File: config.mk
export PLATFORM = sky130hd
export DESIGN_NAME = spline_sequencer
export DESIGN_NICKNAME = d
export VERILOG_FILES = /design/src/rtl/spline_sequencer.sv
export SDC_FILE = /design/constraint.sdc
export NUM_CORES = 1
export LEC_CHECK = 0
export BUFFER_PORTS_ARGS = -buffer_cell sky130_fd_sc_hd__buf_4
export CAP_MARGIN = 30
export CORE_MARGIN = 2
export CORE_UTILIZATION = 56
export CTS_BUF_LIST = sky130_fd_sc_hd__clkbuf_16
export DETAILED_ROUTE_END_ITERATION = 6
export PLACE_DENSITY = 0.83
export SLEW_MARGIN = 25
export SYNTH_ARGS = -nofsm -noshare
export SYNTH_HDL_FRONTEND = slang
export SYNTH_SLANG_ARGS = --single-unit
File: constraint.sdc
create_clock -name clock -period 8 [get_ports clock]
set_clock_uncertainty 0.05 [all_clocks]
set_input_delay 2.4 -clock clock [delete_from_list [all_inputs] [get_ports clock]]
set_output_delay 2.4 -clock clock [all_outputs]
set_load 0.02 [all_outputs]
File: src/rtl/spline_sequencer.sv
`default_nettype none
// ============================================================================
//  Module   : spline_sequencer
//  Purpose  : Controller for the spline interpolator datapath. Collects N
//             (x, y) waypoints over a valid/ready stream, packs them into the
//             spline input vectors, enables the spline for SETTLE_CYCLES,
//             snapshots the 10*(N-1) approximation bytes and streams them out
//             one byte per handshake.
//  Ports    : clock, reset          - clock, synchronous active-high reset
//             start                 - begin a trajectory (IDLE only)
//             in_valid/in_ready     - waypoint handshake, in_x / in_y data
//             spl_data_x/y          - packed waypoint vectors to the spline
//             spl_enable            - spline enable
//             spl_approx            - spline approximation vector
//             out_valid/out_ready   - output byte handshake
//             out_data/out_index    - byte and its position in the snapshot
//             out_last              - final byte marker
//             busy, done            - status; done pulses once per run
//  Revision : 1.0 - initial release
// ============================================================================
module spline_sequencer #(
    parameter int N             = 6,
    parameter int SETTLE_CYCLES = 4
) (
    input  logic                  clock,
    input  logic                  reset,
    input  logic                  start,
    input  logic                  in_valid,
    output logic                  in_ready,
    input  logic [7:0]            in_x,
    input  logic [7:0]            in_y,
    output logic [N*8-1:0]        spl_data_x,
    output logic [N*8-1:0]        spl_data_y,
    output logic                  spl_enable,
    input  logic [10*(N-1)*8-1:0] spl_approx,
    output logic                  out_valid,
    input  logic                  out_ready,
    output logic [7:0]            out_data,
    output logic [7:0]            out_index,
    output logic                  out_last,
    output logic                  busy,
    output logic                  done
);

    localparam int NB = 10 * (N - 1);
    localparam int CW = $clog2(N + 1);
    localparam int SW = (SETTLE_CYCLES < 1) ? 1 : $clog2(SETTLE_CYCLES + 1);
    localparam logic [7:0] LAST_IDX = 8'(NB - 1);

    typedef enum logic [2:0] {
        S_IDLE   = 3'd0,
        S_LOAD   = 3'd1,
        S_SETTLE = 3'd2,
        S_STREAM = 3'd3,
        S_DONE   = 3'd4
    } state_t;

    state_t            state_q,  state_d;
    logic [CW-1:0]     cnt_q,    cnt_d;
    logic [SW-1:0]     settle_q, settle_d;
    logic [NB*8-1:0]   snap_q,   snap_d;
    logic [N*8-1:0]    dx_q,     dx_d;
    logic [N*8-1:0]    dy_q,     dy_d;
    logic [7:0]        idx_q,    idx_d;
    logic [7:0]        byte_sel;

    always_ff @(posedge clock) begin
        if (reset) begin
            state_q  <= S_IDLE;
            cnt_q    <= '0;
            settle_q <= '0;
            snap_q   <= '0;
            dx_q     <= '0;
            dy_q     <= '0;
            idx_q    <= '0;
        end else begin
            state_q  <= state_d;
            cnt_q    <= cnt_d;
            settle_q <= settle_d;
            snap_q   <= snap_d;
            dx_q     <= dx_d;
            dy_q     <= dy_d;
            idx_q    <= idx_d;
        end
    end

    // Next-state and datapath updates
    always_comb begin
        state_d  = state_q;
        cnt_d    = cnt_q;
        settle_d = settle_q;
        snap_d   = snap_q;
        dx_d     = dx_q;
        dy_d     = dy_q;
        idx_d    = idx_q;

        case (state_q)
            S_IDLE: begin
                if (start) begin
                    state_d = S_LOAD;
                    cnt_d   = '0;
                    dx_d    = '0;
                    dy_d    = '0;
                end
            end

            S_LOAD: begin
                // in_ready is high for the whole of LOAD, so in_valid alone
                // marks a handshake.
                if (in_valid) begin
                    for (int k = 0; k < N; k++) begin
                        if (cnt_q == CW'(k)) begin
                            dx_d[k*8 +: 8] = in_x;
                            dy_d[k*8 +: 8] = in_y;
                        end
                    end
                    cnt_d = cnt_q + CW'(1);
                    if (cnt_q == CW'(N - 1)) begin
                        state_d  = S_SETTLE;
                        settle_d = SW'(SETTLE_CYCLES);
                    end
                end
            end

            S_SETTLE: begin
                // Counter enters at SETTLE_CYCLES, so the capture edge is the
                // SETTLE_CYCLES-th edge with the spline enabled.
                settle_d = settle_q - SW'(1);
                if (settle_q == SW'(1)) begin
                    snap_d   = spl_approx;
                    state_d  = S_STREAM;
                    idx_d    = '0;
                    settle_d = '0;
                end
            end

            S_STREAM: begin
                if (out_ready) begin
                    if (idx_q == LAST_IDX) begin
                        state_d = S_DONE;
                        idx_d   = '0;
                    end else begin
                        idx_d = idx_q + 8'd1;
                    end
                end
            end

            S_DONE: begin
                state_d = S_IDLE;
            end

            default: begin
                state_d = S_IDLE;
            end
        endcase
    end

    // Byte selection from the snapshot
    always_comb begin
        byte_sel = '0;
        for (int k = 0; k < NB; k++) begin
            if (idx_q == 8'(k)) begin
                byte_sel = snap_q[k*8 +: 8];
            end
        end
    end

    // Outputs are decoded from state so that all of them read 0 in IDLE
    // and immediately after reset.
    assign in_ready   = (state_q == S_LOAD);
    assign spl_enable = (state_q == S_SETTLE);
    assign out_valid  = (state_q == S_STREAM);
    assign out_data   = (state_q == S_STREAM) ? byte_sel : 8'd0;
    assign out_index  = idx_q;
    assign out_last   = (state_q == S_STREAM) && (idx_q == LAST_IDX);
    assign busy       = (state_q != S_IDLE);
    assign done       = (state_q == S_DONE);
    assign spl_data_x = dx_q;
    assign spl_data_y = dy_q;

endmodule
`default_nettype wire
==> metrics.md <==
| Metric | Value |
|---|---|
| Total die area | 43100 µm² |
| Worst EP arrival | 4.89 ns |
| DRT Wirelength | 99.7 mm |
| Largest net degree at the start of global routing | 227 |
| Post-synth ARST share | 0 |
| CTS-repair resized insts | 0 |
| WL met2 | 44.2 mm |
| Power Total | 6350 µW |
| IO Pins | 539 |
| Vias in the first global route | 24778 |
| Post-CTS Setup Inserts | 0 |
| DIE HEIGHT | 208 µm |
| Register share of total power | 0.433 |
| Status | finished with violations |
| Reg-to-reg slack, setup | 4.36 ns |
| Core ar. | 40800 µm² |
| EDFF count, synth | 0 |
| Initial antenna violation count | 5 |
| Final core occ | 0.707 |
| First-pass GRT wire length | 148 mm |
| Internal Pwr Total | 4410 µW |
| Row count | 74 |
| RSZ-0062 raised after global routing | false |
| Worst path required time | 5.55 ns |
| R2r startpoint | out_index[1] |
| Clock latency on the worst-skew pair | 0.62 ns |
| Synth Area in XOR/XNOR | 0.00264 |
| Wire length on met1 | 37.0 mm |
| Max IR drop VDD | 264 µV |
| Layout Nets | 3885 |
| IO buf count | 538 |
| 1st-iter DRT viols | 3465 |
| Combinational power share | 0.196 |
| CTS Root Cell | clkbuf_16 |
| GRT Util Overall | 0.441 |
| Final Cycle Share | 0.917 |
| Unique masters post-synth | 83 |
| Crit. path cell count | 10 |
| Synth warn | 0 |
| Fillers | 3209 |
| Dpl hpwl | 72.6 mm |
| Buf/Inv on CP | 2 |
| Syn nets | 3524 |
| Gpl congestion | 1.01 |
| Syn Std Cell Area | 23200 µm² |
| Largest family of logic cells by synthesized area | compound AO/OA/AOI/OAI gates |
| CP Cell Sequence | ha_2 > buf_4 > nor2_1 > o211ai_1 > a31o_2 > o2111ai_1 > a311oi_1 > o21ai_0 > a21oi_1 > buf_4 |
| Final hold vios | 0 |
| Worst path top cell family by delay | compound AO/OA/AOI/OAI gates |
| Layout cells sized above 1 | 0.197 |
| TNS Setup | 0 ns |
| Post-synthesis compound-gate area fraction | 0.258 |
| Clock power share | 0.371 |
| Final Instance Area | 28900 µm² |
| Leakage power | 0.0107 µW |
| Hold slack | 0.406 ns |
| TritonCTS clock tree | yes |
| Seq cells post-synth | 513 |
| WL met3 | 12.5 mm |
| Slew Limit Headroom | 0.286 |
| Top_reg_cell synth | dfxtp_1 |
| Post-DR wirelength/cell | 24.8 µm |
| Synth-to-Final Area Change | 24.4% |
| Failing checks | DRC |
| Syn Area/Cell | 7.51 µm² |
| Max_cap viols | 0 |
| Mapped Cells | 3092 |
| Final Critical Period | 7.34 ns |
| Cts hold-fix bufs | 0 |
| Reg clk slew, reported paths | 0.07 ns |
| Sink Count | 513 |
| Via count | 26004 |
| GRT overflow | 0 |
| Initial Utilization | 0.568 |
| Multiplexer share of the synthesized area | 0.000863 |
| Setup crit start | out_index[1] |
| Placed instance area | 27200 µm² |
| Most frequent CP cell | buf_4 |
| CTS max path bufs | 3 |
| WS Path Type | reg2out |
| CP max stage cell | ha_2 |
| Cells on worst reg2reg path | 7 |
| Crit path launch type | register |
| Switching fraction of total power | 0.305 |
| Total CTS buffers | 50 |
| Crit Path Max Fanout | 39 |
| Worst Max-Slew Pin Slew | 1.07 ns |
| DRC violations left | 2 |
| CP endpoint | out_data[3] |
| CTS H-tree depth | 2 |
| Fmax | 136 MHz |
| Die Span X | 208 µm |
| Post-synthesis simple-gate area fraction | 0.240 |
| Power density over the cells | 220 nW/µm² |
| Hold Crit Class | reg2reg |
| Net Sw Power | 1940 µW |
| Crit path largest cell delay | 0.81 ns |
| Adder-Cell Fraction of Synth Area | 0.00593 |
| Initial DRT Pass Iterations | 7 |
| Vias/cell | 6.47 |
| Crit end category | primary output |
| Setup-failing EPs final | 0 |
| Seq/Total Area, Yosys | 0.443 |
| Top sig layer | met5 |
| R2R Path End | out_index[0] |
| Post-route ant nets | 0 |
| Slew Limit Fails | 0 |
[placed cells by master, fill, tap and decap left out, drive strengths merged, types with 23 or more instances in the layout]
cell    Yosys  final
a21oi     499    499
a31oi      25     25
a32oi     105    105
buf        47    580
clkbuf    224     51
dfxtp     513    513
inv        18     30
nand2     901    901
nand3      40     40
nor2      188    188
nor3       24     24
o21ai     105    105
o221ai     23     23
[cell families after synthesis]
family          Yosys count
xor+xnor                  7
compound gates          963
fa+ha+maj                11
buf+inv                 291
mux                       2
flops                   513
simple gates           1305
[per-stage QoR]
stage	setup WS, ns	cells
2_1_floorplan	2.74	3092
3_3_place_gp	1.49	3932
3_5_place_dp	1.55	3932
4_1_cts	0.874	4020
5_1_grt	0.576	4022
6_report	0.664	4022
[worst register-to-register path, stage by stage, from the launching register on]
cell      delay (ns)
dfxtp_1         0.38
inv_1           0.12
ha_2            0.83
or3b_1          0.75
nor2_1          0.55
nor2_1          0.08
o21bai_1        0.61
nor2_1          0.12
[worst min path at each step]
stage,slack [ns],cells past startpoint,end,start
4_1_cts,0.40,2,snap_q[223],snap_q[223]
2_1_floorplan,0.38,2,snap_q[277],snap_q[277]
3_3_place_gp,0.39,2,snap_q[223],snap_q[223]
5_1_grt,0.43,2,snap_q[24],snap_q[24]
6_report,0.41,2,snap_q[223],snap_q[223]
3_5_place_dp,0.40,2,snap_q[223],snap_q[223]
[sequential cells by signal (all words and copies together) (netlist names)]
name and flops:
out_index 8, spl_data_x 48, cnt_q 3, state_q 3
settle_q 3, spl_data_y 48, snap_q 400
[cells in the mapped netlist (all sizes together) (7+ instances only)]
| cell | number | area [µm²] |
|---|---|---|
| nand2 | 901 | 3380 |
| dfxtp | 513 | 10300 |
| a21oi | 499 | 2500 |
| clkbuf | 224 | 841 |
| nor2 | 188 | 708 |
| a32oi | 105 | 920 |
| o21ai | 105 | 526 |
| buf | 47 | 241 |
| nand3 | 40 | 200 |
| a31oi | 25 | 156 |
| nor3 | 24 | 120 |
| o221ai | 23 | 201 |
| o22ai | 22 | 138 |
| a221oi | 21 | 184 |
| nand2b | 21 | 131 |
| a22oi | 20 | 150 |
| inv | 18 | 67.6 |
| nand3b | 18 | 135 |
| nor2b | 17 | 106 |
| a211oi | 16 | 120 |
| o31ai | 15 | 113 |
| and3 | 13 | 81.3 |
| ha | 11 | 138 |
| and3b | 10 | 87.6 |
| nor3b | 10 | 95.1 |
| a21o | 9 | 67.6 |
| nor4 | 9 | 62.6 |
| o211ai | 9 | 67.6 |
| or3b | 9 | 78.8 |
| a221o | 8 | 80.1 |
| a311oi | 7 | 61.3 |
| o21a | 7 | 52.6 |
[power by group through the flow]
stage                     logic, µW  clock network, µW  registers [µW]
after floorplan                 576                  0            2870
after global placement         1160                  0            2790
after detailed placement       1200                  0            2800
after CTS                      1210               2350            2740
after global routing           1300               2460            2760
final                          1240               2360            2750
[cell type report]
cell class                 count  area, µm²  share of cell area
multi-input combinational   2288      11800               0.409
sequential                   513      10300               0.356
timing repair buffer         580       4430               0.154
clock buffer                  51       1280              0.0442
tap                          532        666              0.0231
clock inverter                37        325              0.0113
inverter                      20       75.1             0.00260
antenna                        1       2.50           0.0000867
[routing by layer]
metal	track usage	vias up
met1	0.548	12211
li1	-	11552
met5	0	-
met3	0.129	398
met2	0.692	1837
met4	0.233	6
No activity file was read; power rests on OpenSTA's default activity.
